File: config.mk
export PLATFORM = sky130hd
export DESIGN_NAME = mem_port_arbiter
export DESIGN_NICKNAME = d
export VERILOG_FILES = /design/src/rtl/mem_port_arbiter.sv
export SDC_FILE = /design/constraint.sdc
export NUM_CORES = 1
export LEC_CHECK = 0
export ABC_AREA = 0
export ABC_CLOCK_PERIOD_IN_PS = 2920
export BUFFER_PORTS_ARGS = -buffer_cell sky130_fd_sc_hd__buf_2
export CORE_MARGIN = 1
export CORE_UTILIZATION = 47
export DETAILED_ROUTE_END_ITERATION = 10
export PLACE_DENSITY = 0.81
export SYNTH_ARGS = -nofsm -noshare
export SYNTH_HDL_FRONTEND = slang
export SYNTH_SLANG_ARGS = --single-unit
export TNS_END_PERCENT = 30
File: constraint.sdc
create_clock -name clk -period 2.92 [get_ports clk]
set_clock_uncertainty 0.1 [all_clocks]
set_input_delay 0.292 -clock clk [delete_from_list [all_inputs] [get_ports clk]]
set_output_delay 0.292 -clock clk [all_outputs]
set_load 0.01 [all_outputs]
File: src/rtl/mem_port_arbiter.sv
// Shared memory-port arbiter between the IF-stage fetch requester and the MEM-stage data requester.
// Optional one-entry fetch buffer enabled by defining ARB_FETCH_HOLD_EN.
module mem_port_arbiter #(
  parameter int unsigned MAX_DATA_BURST = 4,
  parameter int unsigned TIMEOUT_CYCLES = 1024
) (
  input  logic        clk,
  input  logic        reset,
  input  logic        i_fetchReq,
  input  logic [31:0] i_fetchAddr,
  output logic [31:0] o_fetchInst,
  output logic        o_fetchValid,
  output logic        o_fetchStall,
  input  logic        i_dataReq,
  input  logic        i_dataWrite,
  input  logic [1:0]  i_dataSize,
  input  logic [31:0] i_dataAddr,
  input  logic [31:0] i_dataWData,
  output logic [31:0] o_dataRData,
  output logic        o_dataValid,
  output logic        o_dataStall,
  output logic        o_memReq,
  output logic        o_memWrite,
  output logic [1:0]  o_memSize,
  output logic [31:0] o_memAddr,
  output logic [31:0] o_memWData,
  input  logic        i_memReady,
  input  logic [31:0] i_memRData,
  output logic        o_timeout
);

  // state  | meaning
  // IDLE   | arbitrate between pending fetch and data requests
  // BUSY_I | fetch access on the memory port, waiting for ready
  // BUSY_D | data access on the memory port, waiting for ready
  // RESP   | one-cycle valid pulse to the requester just served
  typedef enum logic [1:0] {IDLE, BUSY_I, BUSY_D, RESP} state_t;

  localparam logic [3:0]  BURST_MAX = 4'(MAX_DATA_BURST);
  localparam logic [15:0] TMR_LOAD  = 16'(TIMEOUT_CYCLES - 1);
  localparam logic [31:0] NOP_INST  = 32'h0000_0013;

  state_t      state, state_nxt;
  logic [3:0]  burst, burst_nxt;
  logic [15:0] tmr;
  logic        resp_fetch;
  logic        data_win;
  logic        fetch_hit;
  logic        tmr_tc;

`ifdef ARB_FETCH_HOLD_EN
  logic        tag_valid;
  logic [31:0] tag_addr;
  logic [31:0] tag_inst;

  assign fetch_hit = tag_valid & (i_fetchAddr == tag_addr);
`else
  assign fetch_hit = 1'b0;
`endif

  // Data is the older instruction, so it wins unless fetch has waited out a full burst.
  assign data_win = i_dataReq & (~i_fetchReq | (burst < BURST_MAX));
  assign tmr_tc   = (tmr == 16'd0);

  assign o_fetchStall = i_fetchReq & ~o_fetchValid;
  assign o_dataStall  = i_dataReq & ~o_dataValid;

  always_comb begin
    state_nxt    = state;
    burst_nxt    = burst;
    o_memReq     = 1'b0;
    o_fetchValid = 1'b0;
    o_dataValid  = 1'b0;
    case (state)
      IDLE: begin
        if (data_win) begin
          state_nxt = BUSY_D;
          if (burst != BURST_MAX) burst_nxt = burst + 4'd1;
        end else if (i_fetchReq) begin
          state_nxt = fetch_hit ? RESP : BUSY_I;
          burst_nxt = 4'd0;
        end else begin
          burst_nxt = 4'd0;
        end
      end
      BUSY_I, BUSY_D: begin
        o_memReq = 1'b1;
        if (i_memReady | tmr_tc) state_nxt = RESP;
      end
      RESP: begin
        o_fetchValid = resp_fetch;
        o_dataValid  = ~resp_fetch;
        state_nxt    = IDLE;
      end
      default: state_nxt = IDLE;
    endcase
  end

  always_ff @(posedge clk) begin
    if (reset) begin
      state       <= IDLE;
      burst       <= 4'd0;
      tmr         <= 16'd0;
      resp_fetch  <= 1'b0;
      o_timeout   <= 1'b0;
      o_fetchInst <= 32'd0;
      o_dataRData <= 32'd0;
      o_memAddr   <= 32'd0;
      o_memWData  <= 32'd0;
      o_memWrite  <= 1'b0;
      o_memSize   <= 2'b00;
`ifdef ARB_FETCH_HOLD_EN
      tag_valid   <= 1'b0;
      tag_addr    <= 32'd0;
      tag_inst    <= 32'd0;
`endif
    end else begin
      state <= state_nxt;
      burst <= burst_nxt;
      case (state)
        IDLE: begin
          if (data_win) begin
            o_memAddr  <= i_dataAddr;
            o_memWrite <= i_dataWrite;
            o_memSize  <= i_dataSize;
            o_memWData <= i_dataWData;
            tmr        <= TMR_LOAD;
            resp_fetch <= 1'b0;
`ifdef ARB_FETCH_HOLD_EN
            if (i_dataWrite && (i_dataAddr[31:2] == tag_addr[31:2])) tag_valid <= 1'b0;
`endif
          end else if (i_fetchReq) begin
            resp_fetch <= 1'b1;
            if (!fetch_hit) begin
              o_memAddr  <= i_fetchAddr;
              o_memWrite <= 1'b0;
              o_memSize  <= 2'b10;
              o_memWData <= 32'd0;
              tmr        <= TMR_LOAD;
            end
`ifdef ARB_FETCH_HOLD_EN
            if (fetch_hit) o_fetchInst <= tag_inst;
`endif
          end
        end
        BUSY_I: begin
          if (i_memReady) begin
            o_fetchInst <= i_memRData;
`ifdef ARB_FETCH_HOLD_EN
            tag_valid   <= 1'b1;
            tag_addr    <= o_memAddr;
            tag_inst    <= i_memRData;
`endif
          end else if (tmr_tc) begin
            o_fetchInst <= NOP_INST;
            o_timeout   <= 1'b1;
`ifdef ARB_FETCH_HOLD_EN
            tag_valid   <= 1'b0;
`endif
          end else begin
            tmr <= tmr - 16'd1;
          end
        end
        BUSY_D: begin
          if (i_memReady) begin
            // Stores complete without touching the last load result.
            if (!o_memWrite) o_dataRData <= i_memRData;
          end else if (tmr_tc) begin
            o_dataRData <= 32'd0;
            o_timeout   <= 1'b1;
`ifdef ARB_FETCH_HOLD_EN
            tag_valid   <= 1'b0;
`endif
          end else begin
            tmr <= tmr - 16'd1;
          end
        end
        default: ;
      endcase
    end
  end

endmodule

==> results of run 1 <==
==> synth_stat cells, types with 2 or more instances <==
cell type  count
buf_2          3
o21ai_0       33
a22oi_1       63
nor3b_1        2
nand4_1        2
ha_1           7
or2_2          2
a31oi_1        4
nor2_1       120
or3_1          4
inv_1         16
nor4_1         5
dfxtp_1      155
buf_1          6
xor2_1         6
nor3_1         7
a21oi_1       44
o41ai_1        2
nor2b_1        3
clkbuf_1      43
a311oi_1      34
mux2i_1        2
o21ai_1        7
a211oi_1       7
clkbuf_2       3
o211ai_1       3
nand2_1      104
a21o_1         2
and2_1         2
==> cells by family after synthesis <==
group	count (synthesis)	share of synthesized area, %
adders and majority gates	7	1.43
and+or+nand+nor	264	18.8
AOI/OAI and AO/OA	205	22.6
DFF	155	50.8
muxes	3	0.574
xor gates and xnor gates	7	1.00
buffers and inverters	72	4.71
==> how the worst min path moves through the flow <==
stage                                startpoint                      endpoint  slack [ps]  cells after the start
finish                           i_dataWData[2]    o_memWData[2]$_SDFFE_PP0P_          10                      3
floorplan                         i_dataSize[1]     o_memSize[1]$_SDFFE_PP0P_         330                      2
detailed placement  o_fetchInst[1]$_SDFFE_PP0P_   o_fetchInst[1]$_SDFFE_PP0P_         340                      2
global placement    o_fetchInst[0]$_SDFFE_PP0P_   o_fetchInst[0]$_SDFFE_PP0P_         340                      2
global route                     i_memRData[19]  o_dataRData[19]$_SDFFE_PP0P_           5                      3
CTS                              i_dataWData[3]    o_memWData[3]$_SDFFE_PP0P_           2                      3
==> cell type report <==
class | count | area (um^2)
fillers | 1055 | 4260
clock buffers | 20 | 467
well taps | 172 | 215
flip-flops and latches | 155 | 3100
clock inverters | 9 | 114
repair buffers | 302 | 1670
inverters | 16 | 60.1
multi-input cells | 486 | 2730
==> metal layers <==
layer | vias to the layer above | track usage (%)
met3 | 29 | 8.47
met1 | 2739 | 30.3
met4 | 0 | 9.66
li1 | 3059 | -
met5 | - | 0
met2 | 261 | 43.0
==> repair_timing <==
item	CTS	global route
gates resized for setup	0	0
hold buffers	17	0
hold endpoints to repair	17	0
==> power by group through the flow <==
stage               clock network (uW)  registers, uW  logic [uW]
floorplan                            0           3040        1660
global placement                     0           2880        2740
detailed placement                   0           2890        2770
CTS                               2200           2860        2800
global route                      2300           2920        3110
finish                            2180           2860        2810
==> sequential cells by signal (all words and copies together), names as in the netlist <==
signal	count
o_dataRData	32
o_fetchInst	32
o_memAddr	32
o_memWData	32
tmr	16
burst	4
o_memSize	2
state	2
o_memWrite	1
o_timeout	1
resp_fetch	1
==> stage by stage <==
| stage | total power (uW) | utilization, % | cells | setup WS, ps | hold WS [ps] |
|---|---|---|---|---|---|
| 2_1_floorplan | 4700 | - | 713 | 836 | 326 |
| 3_3_place_gp | 5620 | 60.3 | 1114 | 679 | 336 |
| 3_5_place_dp | 5660 | 60.3 | 1114 | 611 | 340 |
| 4_1_cts | 7860 | 66.3 | 1160 | 598 | 1.82 |
| 5_1_grt | 8330 | 66.3 | 1160 | 439 | 4.58 |
| 6_report | 7850 | 66.3 | 1160 | 590 | 14.8 |
==> critical path, delay by kind of cell (launching register included) <==
kind	cells	cell delay, ps
AO/OA/AOI/OAI	2	390
adder cells (fa/ha/maj)	1	300
buffers and inverters	1	80
flip-flops	1	370
AND/OR/NAND/NOR	3	1020
==> run_results.csv, run 1 <==
group,metric,value,unit
run_status,status,"finished, final reports clean",
power,cellLeakagePower,0.00383,uW
clock_network,htreeDepth,4,
clock_network,cts_made_buffers,17,
synthesis,syn_inst,713,
timing,min_period,2330,ps
grt,track_usage,25.6,%
clock_network,cts_sinks,155,
routing,ant_nets,0,
critical_path,r2r-end,"tmr[5]$_SDFFE_PP0P_",
timing,worst_slew_pin_slew,1130,ps
layout,drive_gt1_share,33.3,%
job,maxCapViolCount,0,
critical_path,start_kind,"flop",
floorplan,die_h,116,um
place,gp_congestion,0.896,
clock_network,cts_root_buf,"clkbuf_16",
synthesis,yosys.cell_types.count,51,
power,vdd_drop_max,0.600,mV
critical_path,crit_start,"state[0]$_SDFFE_PP0P_",
routing,wl_met1,7110,um
critical_path,critical_path_required,3160,ps
floorplan,std_cell_rows,41,
clock_network,clockBufferDepth,2,
synthesis,yosys_register_bits,155,
routing,drt-pass1-iter-count,6,
critical_path,reg2reg_depth,7,
timing,fmax,0.429,GHz
timing,max-slew-margin-rel,24.9,%
grt,grt_pass1_wl,26800,um
clock_network,cts_tree,"built",
critical_path,critPathCaptureType,"flop",
routing,drt-total-wl,17300,um
synthesis,synth-edff-count,0,
grt,grt_max_degree,60,
floorplan,io_pins,273,
clock_network,clk_pin_slew,70,ps
power,pwr-share-comb,35.8,%
layout,layout_common_cells,"buf_2, dfxtp_1, nor2_1",
layout,layout_commonest_cell,"buf_2",
synthesis,synth_ff_type,"dfxtp_1",
synthesis,synth_area_leaders,"dfxtp_1, a22oi_1, nor2_1, nand2_1, a311oi_1",
critical_path,worst_path_max_delay_cell,"or4_1",
routing,wl_met2,8390,um
routing,num_vias,6088,
routing,avgRoutedWirePerCell,14.9,um
routing,via_per_inst,5.25,
grt,grt_antenna_before_repair,0,
routing,wl_met3,1390,um
synthesis,avgSynthCellArea,8.56,um^2
layout,final_area,0.00836,mm^2
synthesis,synth-async-reset-ratio,0,%
floorplan,start_util,48.4,%
synthesis,yosys_warnings,0,
critical_path,path_class,"flop to flop",
synthesis,synth_area,0.00610,mm^2
power,seqPwrFrac,36.5,%
timing,rsz0062_at_grt,"no",
routing,drc,0,
timing,final.setup.tns,0,ps
synthesis,ys_seq_area_share,50.8,%
critical_path,rr_startpoint,"state[0]$_SDFFE_PP0P_",
min_path,hold_path_class,"input port to flop",
timing,finalSetupViolations,0,
routing,routed.top_layer,"met4",
power,p_int,4950,uW
place,placed_cell_area,0.00761,mm^2
critical_path,regToRegSetupSlack,590,ps
layout,diodes,0,
critical_path,cpPeakStageDelay,500,ps
grt,grt_pass1_vias,5604,
power,p_sw_share,36.9,%
synthesis,synth_area_leader_cell,"dfxtp_1",
floorplan,die_w,116,um
clock_network,clock_latency,420,ps
critical_path,path_max_fanout,14,
floorplan,die_area,0.0134,mm^2
place,io_buffers,272,
layout,area_delta_synth_final,37.0,%
critical_path,path_cells,"inv_1 > ha_1 > nor3b_2 > nor3_1 > a21oi_2 > or4_1 > a31oi_1",
power,p_clk_share,27.7,%
critical_path,endpoint,"tmr[5]$_SDFFE_PP0P_",
timing,drv_slew,0,
power,cellPowerDensity,939,mW/mm^2
place,place_hpwl,11500,um
grt,grt_overflow,0,
timing,min_period_over_period,79.8,%
clock_network,post_cts.repair.setup_buffers,0,
floorplan,core_area,0.0126,mm^2
layout,nets,1121,
synthesis,synth_top_cell_area_share,50.8,%
routing,drtIter0Drc,556,
critical_path,critPathArrivalTime,2570,ps
power,p_switching,2900,uW
synthesis,synth_nets,856,
timing,hold_violations,0,
No activity file was read; power rests on OpenSTA's default activity.
==> run 2, diff against run 1 <==
- ABC_AREA: 0 -> 1
- ABC_CLOCK_PERIOD_IN_PS: 2920 -> 2200
- CORE_UTILIZATION: 47 -> 49
- PLACE_DENSITY: 0.81 -> 0.82
- clock period: 2.92 -> 2.2 ns (I/O delays scaled with it)
==> run 2 against run 1 <==
  * Hold slack gained 4.5 ps
  * Critical path type unchanged
  * Clock-buffer cell count increased by 1
  * Utilization increased by 3.4 points
  * Setup slack got worse by 390 ps
  * Die area increased by 5.7%
  * Largest power group is now combinational logic
  * Synthesized cell count grew 35%
  * Clock power rose by 41%
  * Register-to-register slack worse by 390 ps
  * First-iteration DRC count shrank 17%
  * Power grew 35%
  * Final cell count increased by 25%
  * Wire length rose by 14%
==> run_results.csv, run 2 <==
group,metric,value,unit
routing,drc,0,
floorplan,die_w,119,um
timing,finalSetupViolations,0,
layout,regArea,0.00310,mm^2
power,cellLeakagePower,0.00473,uW
layout,finalNonFillerCells,1446,
job,maxCapViolCount,0,
layout,drive_gt1_share,27.9,%
synthesis,synthMostInstantiatedCell,"nand2_1",
routing,drtIter0Drc,460,
critical_path,start_kind,"flop",
synthesis,yosys_register_bits,155,
clock_network,clockBufferDepth,2,
routing,wl_met3,1480,um
grt,grt_max_degree,104,
critical_path,cpPeakStageDelay,370,ps
timing,min_period_over_period,91.0,%
routing,avgRoutedWirePerCell,13.7,um
synthesis,syn_inst,964,
routing,wl_met1,8090,um
place,place_hpwl,13200,um
synthesis,synth_xor_area_share,0.130,%
floorplan,core_area,0.0133,mm^2
floorplan,die_h,119,um
floorplan,start_util,50.5,%
timing,min_period,2000,ps
layout,nets,1399,
layout,layout_common_cells,"nand2_1, buf_2, dfxtp_1",
power,p_clk_share,29.0,%
synthesis,yosys_warnings,0,
grt,track_usage,27.8,%
synthesis,synth_area,0.00674,mm^2
critical_path,critPathCaptureType,"flop",
clock_network,post_cts.repair.setup_buffers,0,
critical_path,worst_path_max_delay_cell,"dfxtp_1",
power,seqPwrFrac,35.3,%
synthesis,synthSimpleGateAreaFrac,29.2,%
timing,final.setup.tns,0,ps
place,post-place-ws,296,ps
power,p_total,10600,uW
clock_network,htreeDepth,4,
critical_path,critical_path_required,2440,ps
synthesis,avgSynthCellArea,6.99,um^2
place,placedCellCount,1374,
critical_path,cp_top_family,"simple AND/OR/NAND/NOR gates",
routing,ant_nets,0,
power,vdd_drop_max,0.617,mV
synthesis,synth_top_family_by_area,"simple AND/OR/NAND/NOR gates",
synthesis,synth_fa_ha_area_share,1.30,%
grt,grt_antenna_before_repair,1,
routing,wl_met2,9600,um
grt,grt_pass1_vias,6833,
grt,grt_pass1_wl,31700,um
power,p_int,6690,uW
synthesis,synth-async-reset-ratio,0,%
synthesis,synth-edff-count,0,
critical_path,path_class,"flop to flop",
synthesis,ys_seq_area_share,46.1,%
critical_path,path_max_fanout,32,
layout,layout_commonest_cell,"nand2_1",
floorplan,std_cell_rows,42,
synthesis,synth_compound_area_share,14.2,%
floorplan,die_area,0.0142,mm^2
synthesis,synth_mux_area_share,0,%
timing,rsz0062_at_grt,"no",
critical_path,crit_start,"tmr[0]$_SDFFE_PP0P_",
synthesis,synth_ff_type,"dfxtp_1",
synthesis,synthTopCellsByCount,"nand2_1, dfxtp_1, a21oi_1, inv_1, nand3_1",
critical_path,worst-path-buf-inv,2,
place,gp_congestion,0.845,
power,cellPowerDensity,1140,mW/mm^2
routing,via_per_inst,5.00,
routing,drt-pass1-iter-count,6,
critical_path,path_cells,"inv_1 > ha_1 > nand2_2 > nor2_2 > nand2_2 > nand2_4 > nand2_1 > buf_4 > nand2_1 > a21oi_1",
synthesis,synth_top_cell_area_share,46.1,%
power,p_switching,3920,uW
timing,fmax,0.500,GHz
clock_network,cts_made_buffers,17,
clock_network,cts_sinks,155,
synthesis,yosys.cell_types.count,29,
floorplan,io_pins,273,
routing,drt-total-wl,19800,um
clock_network,clock_latency,420,ps
synthesis,synth_area_leaders,"dfxtp_1, nand2_1, a21oi_1, inv_1, nand3_1",
power,pwr-share-comb,35.7,%
critical_path,rr_startpoint,"tmr[0]$_SDFFE_PP0P_",
timing,worst_slew_pin_slew,491,ps
place,io_buffers,272,
power,p_sw_share,37.0,%
layout,area_delta_synth_final,38.0,%
synthesis,synth_nets,1107,
layout,multiInputGateArea,0.00302,mm^2
grt,grt_overflow,0,
layout,nFillCells,1118,
clock_network,cts_root_buf,"clkbuf_16",
timing,worst_slack,198,ps
routing,routed.top_layer,"met4",
min_path,hold_path_class,"input port to flop",
critical_path,critPathArrivalTime,2240,ps
min_path,min_from,"i_dataAddr[5]",
timing,drv_slew,0,
clock_network,cts_hold_buffers,39,
run_status,status,"finished, final reports clean",
timing,hold_violations,0,
clock_network,cts_tree,"built",
routing,num_vias,7224,
timing,max-slew-margin-rel,67.3,%
clock_network,clk_pin_slew,60,ps
synthesis,synth_area_leader_cell,"dfxtp_1",
clock_network,cts_resized,0,
-- run 2: changes by cell type in the layout (fill, tap and decap cells not counted), moves of 7 or more --
cell	previous run	this run
a22oi_1	63	0
inv_1	16	96
nand3_1	1	58
a21oi_2	1	10
a21oi_1	44	107
o21ai_0	33	9
o211ai_1	3	33
nand2_2	0	9
dlygate4sd3_1	17	39
a311oi_1	34	0
nor2_1	119	37
nand2_1	104	363
a211oi_1	7	0
-- run 2: final cells by class --
class / instances / area share [%]
antenna: 1 / 0.0269
clock buffer: 21 / 5.06
clock inverter: 11 / 1.71
inverter: 99 / 4.00
multi-input combinational: 655 / 32.5
sequential: 155 / 33.4
tap: 176 / 2.37
timing repair buffer: 328 / 20.9
-- run 2: worst reg2reg max path, cell delays in order (launching register included) --
cell and delay [ps]:
dfxtp_1 370, inv_1 100, ha_1 270, nand2_2 160, nor2_2 70, nand2_2 90
nand2_4 70, nand2_1 60, buf_4 320, nand2_1 140, a21oi_1 180
-- run 2: power groups by stage --
stage / registers [uW] / logic, uW / clock network [uW]
2_1_floorplan: 3980 / 2260 / 0
3_3_place_gp: 3760 / 3650 / 0
3_5_place_dp: 3790 / 3690 / 0
4_1_cts: 3740 / 3760 / 3120
5_1_grt: 3810 / 4210 / 3260
6_report: 3750 / 3790 / 3080
-- run 2: path summary, 6_finish.rpt --
| check | endpoint | cells after the start | slack, ps |
|---|---|---|---|
| hold reg to reg | o_fetchInst[28]$_SDFFE_PP0P_ | 2 | 360 |
| setup reg to reg | o_dataRData[11]$_SDFFE_PP0P_ | 10 | 200 |
| setup / recovery | o_dataRData[11]$_SDFFE_PP0P_ | 10 | 200 |
| hold / removal | o_memAddr[5]$_SDFFE_PP0P_ | 5 | 20 |
-- run 2: cells by family after synthesis --
| kind of cell | Yosys count |
|---|---|
| fa+ha+maj | 7 |
| buf+inv | 154 |
| flops | 155 |
| simple gates | 483 |
| compound gates | 164 |
| xor+xnor | 1 |
-- run 2: stage by stage --
step	area, um^2	hold slack, ps	utilization (%)
6_report	9290	19.2	69.6
5_1_grt	9290	37.8	69.6
4_1_cts	9290	8.71	69.6
3_5_place_dp	8270	342	62.0
3_3_place_gp	8270	333	62.0
2_1_floorplan	6740	263	-
-- run 2: per-layer routing --
metal / global-route usage (%) / up-vias
li1: - / 3624
met4: 12.3 / 0
met2: 49.2 / 303
met1: 31.5 / 3248
met3: 6.80 / 49
met5: 0 / -
==> run 3, diff against run 2 <==
- ABC_CLOCK_PERIOD_IN_PS: 2200 -> 2000
- clock period: 2.2 -> 2 ns (I/O delays scaled with it)
==> run 3 against run 2 <==
  * First-iteration DRC count fell by 6.3%
  * Setup slack got worse by 97 ps
  * Hold slack got worse by 4.4 ps
  * Final area rose by 0.73%
  * Critical path type is now flop to output pin
  * Critical endpoint is now o_memReq
  * Largest power group unchanged
  * Non-clock buffer count rose by 9
  * Clock power rose by 9.7%
  * Clock-buffer cell count did not move
==> run_results.csv, run 3 (synthesized netlist as in run 2, its figures left out) <==
group,metric,value,unit
grt,grt_pass1_vias,6946,
routing,num_vias,7283,
critical_path,critPathArrivalTime,1600,ps
routing,routed.top_layer,"met4",
timing,rsz0062_at_grt,"no",
timing,finalSetupViolations,0,
critical_path,r2r-end,"o_fetchInst[24]$_SDFFE_PP0P_",
routing,wl_met1,8220,um
timing,min_period,1900,ps
layout,nFillCells,1064,
place,placed_cell_area,0.00829,mm^2
power,vdd_drop_max,0.692,mV
critical_path,path_max_fanout,13,
timing,max-slew-margin-rel,67.4,%
routing,drc,0,
timing,min_period_over_period,94.9,%
routing,drt-pass1-iter-count,5,
power,cellLeakagePower,0.00477,uW
routing,drt-total-wl,20400,um
routing,wl_met2,9730,um
grt,grt_pass1_wl,32100,um
floorplan,io_pins,273,
min_path,hold_path_class,"input port to flop",
timing,final.setup.tns,0,ps
min_path,hold_end,"o_memAddr[11]$_SDFFE_PP0P_",
floorplan,core_area,0.0133,mm^2
min_path,holdPathStages,5,
layout,layout_commonest_cell,"nand2_1",
layout,utilization,70.1,%
clock_network,cts_made_buffers,17,
routing,avgRoutedWirePerCell,14.0,um
layout,final_area,0.00936,mm^2
floorplan,std_cell_rows,42,
critical_path,rr_startpoint,"tmr[0]$_SDFFE_PP0P_",
place,gp_congestion,0.882,
floorplan,die_w,119,um
layout,nets,1408,
timing,drv_slew,0,
floorplan,die_h,119,um
power,p_total,11700,uW
timing,hold_violations,0,
clock_network,clk_pin_slew,60,ps
critical_path,regToRegSetupSlack,150,ps
timing,worst_slew_pin_slew,489,ps
critical_path,critPathCaptureType,"output pin",
place,place_hpwl,13200,um
clock_network,clock_latency,420,ps
clock_network,cts_tree,"built",
grt,grt_antenna_before_repair,0,
clock_network,cts_root_buf,"clkbuf_16",
power,cellPowerDensity,1250,mW/mm^2
routing,wl_met3,1530,um
job,maxCapViolCount,0,
floorplan,die_area,0.0142,mm^2
layout,drive_gt1_share,28.0,%
critical_path,reg2reg_depth,10,
grt,grt_overflow,0,
critical_path,start_kind,"flop",
min_path,min_from,"i_dataAddr[11]",
place,io_buffers,272,
critical_path,critical_path_required,1700,ps
floorplan,start_util,50.5,%
grt,grt_max_degree,104,
layout,diodes,0,
routing,drtIter0Drc,431,
routing,via_per_inst,5.01,
layout,area_delta_synth_final,39.0,%
grt,track_usage,28.4,%
critical_path,path_class,"flop to output pin",
timing,fmax,0.527,GHz
run_status,status,"finished, final reports clean",
routing,ant_nets,0,
layout,layout_common_cells,"nand2_1, buf_2, dfxtp_1",
clock_network,cts_sinks,155,
clock_network,htreeDepth,4,
clock_network,clockBufferDepth,2,
==> run 3: cell count changes in the layout (fill, tap and decap cells not counted) <==
cell	previous run	this run
buf_6	0	1
inv_6	1	2
inv_8	2	1
clkinvlp_4	2	1
buf_4	13	17
dlygate4sd3_1	39	44
clkinv_4	2	3
diode_2	1	0
buf_12	5	4
==> run 3: critical path: stages (launching register included) <==
cell and delay, ps:
dfxtp_1 400, inv_1 80, ha_1 310, buf_4 200, buf_2 170
==> run 3: metal layers <==
layer,up-vias,global-route usage [%]
li1,3643,-
met1,3222,31.8
met2,342,48.4
met3,76,7.52
met4,0,16.4
met5,-,0
==> run 3: where the power goes <==
group	total [uW]	switching, uW	internal, uW
sequential	4120	396	3730
clock	3380	1300	2080
combinational	4220	2640	1580
total	11700	4340	7390
==> run 3: stage by stage <==
step                worst slack (ps)  hold slack (ps)  cells
global placement                 266              332   1378
detailed placement               186              338   1378
floorplan                        153              243    964
finish                           102             14.9   1454
CTS                             80.6            0.302   1454
global route                    12.4             18.0   1454
==> run 3: timing repair <==
item | CTS | global route
setup endpoints to repair | 0 | 4
endpoints found under the hold margin | 54 | 0
setup buffers | 0 | 0
hold buffers | 44 | 0
resized for setup | 0 | 1
==> run 3: final cells by class <==
class / count / area (um^2) / share of cell area [%]
sequential: 155 / 3100 / 33.2
multi-input combinational: 655 / 3020 / 32.3
timing repair buffer: 337 / 2020 / 21.5
clock buffer: 21 / 470 / 5.03
inverter: 99 / 372 / 3.97
tap: 176 / 220 / 2.35
clock inverter: 11 / 158 / 1.68
==> run 3: how the worst max path moves through the flow <==
stage | to | from | cells past startpoint
3_3_place_gp | o_dataRData[14]$_SDFFE_PP0P_ | tmr[0]$_SDFFE_PP0P_ | 10
6_report | o_memReq | state[0]$_SDFFE_PP0P_ | 4
2_1_floorplan | tmr[3]$_SDFFE_PP0P_ | state[0]$_SDFFE_PP0P_ | 10
3_5_place_dp | o_dataRData[20]$_SDFFE_PP0P_ | tmr[0]$_SDFFE_PP0P_ | 10
4_1_cts | o_memReq | state[0]$_SDFFE_PP0P_ | 4
5_1_grt | tmr[0]$_SDFFE_PP0P_ | state[1]$_SDFFE_PP0P_ | 10
